**src/rtl/ultrasonic_scan_ctrl.sv**
```systemverilog
`default_nettype none
// ============================================================================
// Module   : ultrasonic_scan_ctrl
// Brief    : Round-robin trigger / echo-timing sequencer for CH HC-SR04 rangers.
// Revision : 1.0
// ============================================================================
module ultrasonic_scan_ctrl #(
    parameter int CH           = 4,
    parameter int CHW          = 2,
    parameter int CW           = 23,
    parameter int TRIG_CYC     = 1000,
    parameter int ECHO_MAX_CYC = 3800000,
    parameter int HOLDOFF_CYC  = 6000000
) (
    input  logic           clk,
    input  logic           rst,
    input  logic           start,
    input  logic           continuous,
    input  logic [CH-1:0]  echo,
    output logic [CH-1:0]  trigger,
    output logic           busy,
    output logic           meas_valid,
    output logic [CHW-1:0] meas_ch,
    output logic [CW-1:0]  meas_width,
    output logic           meas_timeout
);

    typedef enum logic [2:0] {
        S_IDLE      = 3'd0,
        S_TRIG      = 3'd1,
        S_WAIT_RISE = 3'd2,
        S_MEASURE   = 3'd3,
        S_HOLDOFF   = 3'd4
    } state_t;

    localparam logic [CW-1:0]  C_TRIG_LAST = CW'(TRIG_CYC - 1);
    localparam logic [CW-1:0]  C_ECHO_MAX  = CW'(ECHO_MAX_CYC);
    localparam logic [CW-1:0]  C_ECHO_LAST = CW'(ECHO_MAX_CYC - 1);
    localparam logic [CW-1:0]  C_HOLDOFF   = CW'(HOLDOFF_CYC);
    localparam logic [CHW-1:0] C_CH_LAST   = CHW'(CH - 1);

    state_t         state_q, state_d;
    logic [CHW-1:0] ch_q, ch_d;
    logic [CW-1:0]  cnt_q, cnt_d;
    logic [CH-1:0]  echo_m_q, echo_s_q, echo_p_q;
    logic [CH-1:0]  trigger_q, trigger_d;
    logic           busy_q, busy_d;
    logic           meas_valid_q, meas_valid_d;
    logic [CHW-1:0] meas_ch_q, meas_ch_d;
    logic [CW-1:0]  meas_width_q, meas_width_d;
    logic           meas_timeout_q, meas_timeout_d;

    logic           w_echo_cur;
    logic           w_rise;
    logic           w_report;
    logic [CW-1:0]  w_rep_width;
    logic           w_rep_timeout;

    assign w_echo_cur = echo_s_q[ch_q];
    // A level already high on channel entry has no 0->1 history, so it never counts as an edge.
    assign w_rise     = w_echo_cur & ~echo_p_q[ch_q];

    always_ff @(posedge clk) begin
        if (rst) begin
            state_q        <= S_IDLE;
            ch_q           <= '0;
            cnt_q          <= '0;
            echo_m_q       <= '0;
            echo_s_q       <= '0;
            echo_p_q       <= '0;
            trigger_q      <= '0;
            busy_q         <= 1'b0;
            meas_valid_q   <= 1'b0;
            meas_ch_q      <= '0;
            meas_width_q   <= '0;
            meas_timeout_q <= 1'b0;
        end else begin
            state_q        <= state_d;
            ch_q           <= ch_d;
            cnt_q          <= cnt_d;
            echo_m_q       <= echo;
            echo_s_q       <= echo_m_q;
            echo_p_q       <= echo_s_q;
            trigger_q      <= trigger_d;
            busy_q         <= busy_d;
            meas_valid_q   <= meas_valid_d;
            meas_ch_q      <= meas_ch_d;
            meas_width_q   <= meas_width_d;
            meas_timeout_q <= meas_timeout_d;
        end
    end

    always_comb begin
        state_d        = state_q;
        ch_d           = ch_q;
        cnt_d          = cnt_q;
        meas_valid_d   = 1'b0;
        meas_ch_d      = meas_ch_q;
        meas_width_d   = meas_width_q;
        meas_timeout_d = meas_timeout_q;
        w_report       = 1'b0;
        w_rep_width    = cnt_q;
        w_rep_timeout  = 1'b0;

        case (state_q)
            S_IDLE: begin
                ch_d  = '0;
                cnt_d = '0;
                if (start || continuous) begin
                    state_d = S_TRIG;
                end
            end
            S_TRIG: begin
                if (cnt_q == C_TRIG_LAST) begin
                    state_d = S_WAIT_RISE;
                    cnt_d   = '0;
                end else begin
                    cnt_d = cnt_q + 1'b1;
                end
            end
            S_WAIT_RISE: begin
                if (w_rise) begin
                    state_d = S_MEASURE;
                    cnt_d   = CW'(1);
                end else if (cnt_q == C_ECHO_LAST) begin
                    w_report      = 1'b1;
                    w_rep_width   = C_ECHO_MAX;
                    w_rep_timeout = 1'b1;
                end else begin
                    cnt_d = cnt_q + 1'b1;
                end
            end
            S_MEASURE: begin
                if (!w_echo_cur) begin
                    w_report = 1'b1;
                end else if (cnt_q == C_ECHO_MAX) begin
                    w_report      = 1'b1;
                    w_rep_width   = C_ECHO_MAX;
                    w_rep_timeout = 1'b1;
                end else begin
                    cnt_d = cnt_q + 1'b1;
                end
            end
            S_HOLDOFF: begin
                // The report cycle is hold-off cycle 1, so exit once HOLDOFF_CYC cycles have elapsed.
                if (cnt_q >= C_HOLDOFF) begin
                    cnt_d = '0;
                    if (ch_q != C_CH_LAST) begin
                        ch_d    = ch_q + 1'b1;
                        state_d = S_TRIG;
                    end else if (continuous) begin
                        ch_d    = '0;
                        state_d = S_TRIG;
                    end else begin
                        state_d = S_IDLE;
                    end
                end else begin
                    cnt_d = cnt_q + 1'b1;
                end
            end
            default: begin
                state_d = S_IDLE;
                ch_d    = '0;
                cnt_d   = '0;
            end
        endcase

        if (w_report) begin
            state_d        = S_HOLDOFF;
            cnt_d          = CW'(1);
            meas_valid_d   = 1'b1;
            meas_ch_d      = ch_q;
            meas_width_d   = w_rep_width;
            meas_timeout_d = w_rep_timeout;
        end
    end

    // Trigger and busy are registered from the next state so the pins never glitch.
    always_comb begin
        trigger_d = '0;
        if (state_d == S_TRIG) begin
            trigger_d[ch_d] = 1'b1;
        end
        busy_d = (state_d != S_IDLE);
    end

    assign trigger      = trigger_q;
    assign busy         = busy_q;
    assign meas_valid   = meas_valid_q;
    assign meas_ch      = meas_ch_q;
    assign meas_width   = meas_width_q;
    assign meas_timeout = meas_timeout_q;

endmodule
`default_nettype wire

```
**config.mk**
```make
export PLATFORM = sky130hd
export DESIGN_NAME = ultrasonic_scan_ctrl
export DESIGN_NICKNAME = d
export VERILOG_FILES = /design/src/rtl/ultrasonic_scan_ctrl.sv
export SDC_FILE = /design/constraint.sdc
export NUM_CORES = 1
export LEC_CHECK = 0
export CORE_MARGIN = 2
export CORE_UTILIZATION = 54
export CTS_CLUSTER_DIAMETER = 30
export CTS_CLUSTER_SIZE = 12
export DETAILED_ROUTE_END_ITERATION = 10
export GPL_ROUTABILITY_DRIVEN = 0
export HOLD_SLACK_MARGIN = 0.12
export PLACE_DENSITY = 0.89
export SLEW_MARGIN = 30
export SYNTH_ARGS = -nofsm -noshare
export SYNTH_HDL_FRONTEND = slang
export SYNTH_SLANG_ARGS = --single-unit
```
**constraint.sdc**
```tcl
create_clock -name clk -period 3 [get_ports clk]
set_input_delay 0.6 -clock clk [delete_from_list [all_inputs] [get_ports clk]]
set_output_delay 0.6 -clock clk [all_outputs]
set_load 0.01 [all_outputs]
```
Yosys cells after proc, flatten, opt, wreduce, memory -nomap -nowiden
Cells that the tools add are included.
{"block": "word_totals", "mem_bits_ro": 0, "regBits": 72, "ramBits": 0, "latchBits": 0, "memories": 0, "wordCells": 85, "out_inout_bits": 32}
{"block": "op_classes", "div": 0, "add_sub_neg": 2, "reduce_logical": 9, "mux": 39, "n_mul": 0, "eq_ne": 15, "shifts": 0, "magnitude_cmp": 4, "bitwise_logic": 3}
{"op": "$mux 23", "n": 10}
{"op": "$pmux 23 s4", "n": 1}
{"op": "$eq 23x22->1 const B", "n": 2}
{"op": "$pmux 23 s2", "n": 1}
{"op": "$add 23x1->23 const B", "n": 1}
{"op": "$eq 23x10->1 const B", "n": 1}
{"op": "$ge 23x23->1 const B", "n": 1}
{"op": "$mux 3", "n": 5}
{"op": "$pmux 3 s5", "n": 1}
{"op": "$mux 1", "n": 12}
{"op": "$ne 3x3->1 const B", "n": 3}
{"op": "$eq 3x1->1 const B", "n": 2}
{"op": "$eq 3x2->1 const B", "n": 2}
{"op": "$lt 2x3->1 const B", "n": 2}
{"op": "$mux 2", "n": 3}
{"op": "$ne 2x2->1 const B", "n": 3}
{"op": "$reduce_and 3->1", "n": 2}
{"op": "$bmux 1 s2", "n": 2}
{"op": "$ne 4x4->1 const B", "n": 1}
{"op": "$pmux 1 s2", "n": 2}
{"op": "$pmux 2 s2", "n": 1}
{"op": "$reduce_or 2->1", "n": 2}
{"op": "$eq 3x3->1 const B", "n": 1}
{"op": "$logic_not 3->1", "n": 1}
{"op": "9 further kinds", "n": 10}

Longest topological paths before layout
Gate-level depths: netlist of the first run.
{"block": "logic_depth", "depth_word": 10, "ltp_mapped": 8, "mapped_depth_nobuf": 7}

Least setup slack after synthesis of the first run
Ideal clock, no wire load.
{"block": "synth_timing", "kind": "reg-to-reg", "from": "register ch_q[0]", "to": "register meas_width_q[12] (netlist: meas_width[12])", "arrival_time_ns": 2.160, "stages_incl_launch_ff": 8, "synth_period_minus_slack_ns": 2.288, "required_ns": 2.872, "path_buffers": 1, "setup_slack_ns": 0.712, "cell_sequence": "dfxtp_1 > mux4_2 > nand2b_4 > a41oi_2 > a311oi_4 > buf_8 > mux2i_1 > nor2_1"}
{"block": "synth_via", "elab_chain_len": 6, "word_cells_on_any_way": 12, "cone_classes": "mux (10); bitwise (2)"}
{"item": "start: declaration", "line_no": "43", "text": "logic [CHW-1:0] ch_q, ch_d;"}
{"item": "start signal: assignment", "line_no": "79", "text": "ch_q <= ch_d;"}
{"item": "$bmux 1 s2", "line_no": "61", "text": "assign w_rise = w_echo_cur & ~echo_p_q[ch_q];"}
{"item": "$mux 1 (not written as such)", "line_no": "61"}
{"item": "$not 1->1", "line_no": "61"}
{"item": "$and 1x1->1", "line_no": "61"}
{"item": "$mux 23 or $mux 1 (tied branches)", "line_no": "122", "text": "if (w_rise) begin"}
{"item": "$pmux 23 s2 or $pmux 1 s2 (tied branches)", "line_no": "105", "text": "case (state_q)"}
{"item": "end signal: assignment", "line_no": "88", "text": "meas_width_q <= meas_width_d;"}
{"item": "end: declaration", "line_no": "50", "text": "logic [CW-1:0] meas_width_q, meas_width_d;"}
Several ways; a longest one is shown, not always the timed one. The select of a mux whose other input is x is not followed.
A chain may end at the register's enable or synchronous reset.

Worst setup path in the final report of the first run
{"block": "layout_timing", "from": "register ch_q[0]", "to": "register meas_width_q[8] (netlist: meas_width[8])"}
Same word-level chain as after synthesis.

==> results.sh, run 1 <==
export IMPL_vias_per_cell=5.622
export IMPL_routedWlPerCell_um=14.64
export IMPL_cp_slowest_stage_delay_ps=640
export IMPL_avgSynthCellArea_um2=9.435
export IMPL_die_h_um=79.01
export IMPL_syn_num_nets=333
export IMPL_crit_slowest_cell="mux4_2"
export IMPL_clock_skew_ps=11.70
export IMPL_gr_usage_all_layers_pct=22.35
export IMPL_post_cts_resized=0
export IMPL_reg2reg_slack_ps=460
export IMPL_n_antenna_cell=0
export IMPL_synth_flop_cell="dfxtp_1"
export IMPL_post_cts_setup_buffers=0
export IMPL_drcViolationCount=0
export IMPL_p_per_area_nw_per_um2=490.2
export IMPL_io_pins=40
export IMPL_clk_latency_ps=360
export IMPL_grt_remaining_overflow=0
export IMPL_r2r_end="meas_width[8]"
export IMPL_peakVddDrop_mv=0.3096
export IMPL_core_area_um2=5473
export IMPL_drv_slew=0
export IMPL_worstPathCellList="mux4_2, nand2b_4, a41oi_2, a311oi_4, buf_4, buf_4, mux2i_1, nor2_1"
export IMPL_fillers=445
export IMPL_required_ps=3250
export IMPL_holdBufCountCts=0
export IMPL_p_switching_w=0.0004425
export IMPL_cts_sinks=72
export IMPL_die_area_um2=6242
export IMPL_worstPathArrival_ps=2790
export IMPL_synthDominantCellAreaShare_pct=47.45
export IMPL_yosys_area_top_type="dfxtp_1"
export IMPL_netlist_instances=322
export IMPL_cts_buffers=9
export IMPL_outcome="finished clean"
export IMPL_setup_viol_count_final=0
export IMPL_setup_tns_ps=0
export IMPL_start_kind="flip-flop"
export IMPL_grt_pass1_vias=2433
export IMPL_die_x_um=79.01
export IMPL_start_util_pct=55.51
export IMPL_place_hpwl_um=4507
export IMPL_antenna_found_initial=0
export IMPL_p_comb_share_pct=5.2
export IMPL_grt_max_degree=28
export IMPL_crit_type="reg2reg"
export IMPL_synth_edf_count=0
export IMPL_dr_pass1_iters=4
export IMPL_p_int_w=0.001337
export IMPL_period_share_pct=84.65
export IMPL_yosys_warnings=0
export IMPL_fin_crit_ps=2539
export IMPL_ctsLongestPathBuffers=2
export IMPL_ys_seq_area_share_pct=47.45
export IMPL_hold_viol=0
export IMPL_final_antenna_net_count=0
export IMPL_crit_start="ch_q[0]"
export IMPL_p_seq_share_pct=55.3
export IMPL_routed_wl_um=6385
export IMPL_slew_headroom_pct=58.60
export IMPL_max_freq_ghz=0.3938
export IMPL_fin_nets=370
export IMPL_drtIter0Drc=135
export IMPL_drive_gt1_share_pct=8.242
export IMPL_synthArstFlopShare_pct=0
export IMPL_synth_common_cells="dfxtp_1, nor2_1, nand2_1"
export IMPL_synth_cell_types=50
export IMPL_area_growth_pct=19.52
export IMPL_min_path_type="reg2reg"
export IMPL_synth_area_um2=3038
export IMPL_synth_most_common_cell="dfxtp_1"
export IMPL_timing_rr_start="ch_q[0]"
export IMPL_num_vias=2451
export IMPL_critPathCapture="meas_width[8]"
export IMPL_hold_ws_ps=449.8
export IMPL_clkPwrFrac_pct=39.5
export IMPL_r2r_cells=8
export IMPL_synth_seq_cells=72
export IMPL_path_clk_slew_ps=80
export IMPL_grt_pass1_wl_um=10960
export IMPL_cts_tree="yes"
export IMPL_swShare_pct=24.87
export IMPL_rsz0062_at_grt="no"
export IMPL_synth_area_leaders="dfxtp_1, nor2_1, mux2i_1"
export IMPL_htreeDepth=3
export IMPL_drv_cap=0
export IMPL_p_leak_nw=1.223
export IMPL_tightest_slew_ps=612.9
export IMPL_portBuffers=39
export IMPL_critPathCaptureType="flip-flop"
export IMPL_root_buffer="clkbuf_8"
export IMPL_path_common_cell="buf_4"
export IMPL_path_max_fanout=7
export IMPL_row_count=27
## critical path, delay by kind of cell, from the launching register on
kind / cells / cell delay, ps
compound gates: 2 / 590
buf+inv: 2 / 370
flops: 1 / 450
mux: 2 / 840
simple gates: 2 / 180
## final cells by class
| cell class | count | area [µm²] | area share [%] |
|---|---|---|---|
| clock buffers | 10 | 137.6 | 3.790 |
| clock inverters | 6 | 42.54 | 1.172 |
| inverters | 6 | 22.52 | 0.6203 |
| multi-input cells | 225 | 1461 | 40.25 |
| flip-flops and latches | 72 | 1441 | 39.70 |
| well taps | 72 | 90.09 | 2.481 |
| repair buffers | 45 | 435.4 | 11.99 |
## registers in the layout (all words and copies together) (netlist names)
register / flops
busy: 1
meas_timeout: 1
cnt_q: 23
echo_m_q: 4
echo_p_q: 4
state_q: 3
trigger: 4
meas_valid: 1
echo_s_q: 4
ch_q: 2
meas_ch: 2
meas_width: 23
## routing by layer
layer	global-route usage, %	vias up	wire length, µm
li1	-	1193	-
met5	0	-	0
met4	11.90	0	142
met1	27.85	1166	2820
met2	35.85	78	3030
met3	5.341	14	392
## placed cells by master, fill, tap and decap left out, drive strengths merged, types with 8 or more instances in the layout
cell type      netlist  routed
xnor2                8       8
dfxtp               72      72
nor2                55      55
clkbuf              10      10
nand3               14      14
nand2               18      18
nand4                8       8
inv                  6       8
clkdlybuf4s50        0      39
mux2i               15      15
xor2                13      13
a21oi               10      10
nor2b               15      15
## through the flow
stage | worst slack (ps) | utilization [%] | total power (W) | area [µm²] | std cells
finish | 460.6 | 66.35 | 0.001780 | 3631 | 436
CTS | 451.1 | 66.35 | 0.001789 | 3631 | 436
detailed placement | 451.6 | 63.05 | 0.001098 | 3451 | 420
global placement | 573.7 | 63.05 | 0.001094 | 3451 | 420
global route | 285.7 | 66.35 | 0.001840 | 3631 | 436
floorplan | 712.2 | - | 0.001069 | 3038 | 322
## kinds of logic after synthesis
group,Yosys count,share of synthesized area [%]
and+or+nand+nor,145,24.42
DFF,72,47.45
adders and majority gates,3,1.236
muxes,17,6.549
xor gates and xnor gates,21,6.054
AOI/OAI and AO/OA,39,9.844
buffers and inverters,25,4.447
## worst min-delay path by stage
stage / depth (start not counted) / startpoint / to
after global placement: 1 / echo_m_q[0] / echo_s_q[0]
after CTS: 1 / echo_m_q[3] / echo_s_q[3]
final: 1 / echo_m_q[3] / echo_s_q[3]
after global routing: 1 / echo_m_q[3] / echo_s_q[3]
after floorplan: 1 / echo_m_q[0] / echo_s_q[0]
after detailed placement: 1 / echo_m_q[3] / echo_s_q[3]
## power by group through the flow
| stage | Combinational, W | Sequential (W) | Clock (W) |
|---|---|---|---|
| final | 0.0000926 | 0.000984 | 0.000703 |
| after global routing | 0.000102 | 0.000987 | 0.000752 |
| after floorplan | 0.0000687 | 0.00100 | 0 |
| after global placement | 0.0000891 | 0.00101 | 0 |
| after detailed placement | 0.0000920 | 0.00101 | 0 |
| after CTS | 0.0000919 | 0.000984 | 0.000713 |
(Power assumes the default switching activity.)
==> run 2: changes to the inputs <==
==> constraint.sdc (replaced) <==
create_clock -name clk -period 2.55 [get_ports clk]
set_input_delay 0.51 -clock clk [delete_from_list [all_inputs] [get_ports clk]]
set_output_delay 0.51 -clock clk [all_outputs]
set_load 0.01 [all_outputs]
==> results.sh, run 2 (synthesis results as in run 1) <==
export IMPL_dr_pass1_iters=5
export IMPL_setup_viol_count_final=0
export IMPL_hold_ws_ps=439.6
export IMPL_num_vias=2476
export IMPL_path_delay_family="compound AO/OA/AOI/OAI gates"
export IMPL_routedWlPerCell_um=14.35
export IMPL_die_area_um2=6242
export IMPL_p_leak_nw=1.283
export IMPL_root_buffer="clkbuf_8"
export IMPL_clock_skew_ps=6.842
export IMPL_path_common_cell="a21oi_1"
export IMPL_critical_path_buf_inv_count=0
export IMPL_antenna_found_initial=0
export IMPL_fin_util_pct=68.29
export IMPL_worstPathCellList="or3_1, o21bai_1, a21oi_1, nand3_1, a311o_2, a21oi_1"
export IMPL_worstPathArrival_ps=2700
export IMPL_crit_type="reg2reg"
export IMPL_multiInputGateArea_um2=1468
export IMPL_final_antenna_net_count=0
export IMPL_routed_wl_um=6342
export IMPL_grt_pass1_wl_um=10520
export IMPL_vias_per_cell=5.602
export IMPL_die_x_um=79.01
export IMPL_htreeDepth=3
export IMPL_setup_tns_ps=0
export IMPL_area_growth_pct=23.02
export IMPL_place_hpwl_um=4318
export IMPL_row_count=27
export IMPL_place_area_um2=3488
export IMPL_regArea_um2=1441
export IMPL_cts_buffers=9
export IMPL_gr_usage_all_layers_pct=21.88
export IMPL_fin_nets=376
export IMPL_slew_headroom_pct=63.54
export IMPL_grt_pass1_vias=2215
export IMPL_io_pins=40
export IMPL_grt_remaining_overflow=0
export IMPL_min_path_type="reg2reg"
export IMPL_outcome="finished clean"
export IMPL_ctsLongestPathBuffers=2
export IMPL_cp_slowest_stage_delay_ps=620
export IMPL_portBuffers=39
export IMPL_cts_sinks=72
export IMPL_fin_crit_ps=2421
export IMPL_core_area_um2=5473
export IMPL_crit_slowest_cell="a311o_2"
export IMPL_critPathCaptureType="flip-flop"
export IMPL_stdcell_area_um2=3737
export IMPL_drive_gt1_share_pct=9.730
export IMPL_clk_latency_ps=360
export IMPL_period_share_pct=94.96
export IMPL_finalPower_w=0.002342
export IMPL_start_util_pct=55.51
export IMPL_die_h_um=79.01
export IMPL_start_kind="flip-flop"
export IMPL_fillers=416
export IMPL_drv_slew=0
export IMPL_final_common_cell="dfxtp_1"
export IMPL_cts_tree="yes"
export IMPL_max_freq_ghz=0.4130
export IMPL_holdBufCountCts=0
export IMPL_path_max_fanout=22
export IMPL_rsz0062_at_grt="no"
export IMPL_p_per_area_nw_per_um2=626.7
export IMPL_path_clk_slew_ps=80
export IMPL_required_ps=2830
export IMPL_final_cell_mix="dfxtp_1, nor2_1, clkdlybuf4s50_1, nand2_1"
export IMPL_grt_max_degree=28
export IMPL_hold_viol=0
export IMPL_peakVddDrop_mv=0.3947
export IMPL_drcViolationCount=0
export IMPL_n_antenna_cell=0
export IMPL_drtIter0Drc=178
export IMPL_tightest_slew_ps=542.7
export IMPL_drv_cap=0
run 2: path summary, 6_finish.rpt:
path,end,startpoint,slack (ps),cells past startpoint
setup / recovery,cnt_q[5],cnt_q[12],130,6
hold / removal,echo_s_q[0],echo_m_q[0],440,1
setup reg to reg,cnt_q[5],cnt_q[12],130,6
hold reg to reg,echo_s_q[0],echo_m_q[0],440,1
run 2: cell type report:
cell class / instances / area share (%)
inverter: 6 / 0.6026
sequential: 72 / 38.57
tap: 72 / 2.410
multi-input combinational: 225 / 39.27
clock inverter: 6 / 2.879
clock buffer: 10 / 3.415
timing repair buffer: 51 / 12.86
run 2: what timing repair did:
item / CTS / global route
gates resized for setup: 0 / 1
buffers inserted: 0 / 1
setup endpoints to repair: 0 / 37
run 2: through the flow:
stage / cells / setup WS (ps)
6_report: 442 / 128.6
3_3_place_gp: 425 / 195.6
3_5_place_dp: 425 / 106.1
2_1_floorplan: 322 / 262.2
4_1_cts: 441 / 106.7
5_1_grt: 442 / 17.58
run 2: per-layer routing:
metal / global-route usage [%] / share of wire, % / up-vias
met5: 0 / 0 / -
met4: 11.55 / 2.4 / 0
met3: 5.568 / 5.5 / 16
met2: 32.63 / 46 / 81
met1: 29.21 / 46 / 1178
li1: - / - / 1201
run 2: worst reg2reg max path: cells and delay by family (launching register included):
family,cells,cell delay [ps]
simple gates,2,640
flops,1,360
compound gates,4,1360
run 2: where the power goes:
part | switching, W | internal, W
Combinational | 0.0000595 | 0.0000529
Clock | 0.000426 | 0.000646
Sequential | 0.0000160 | 0.00114
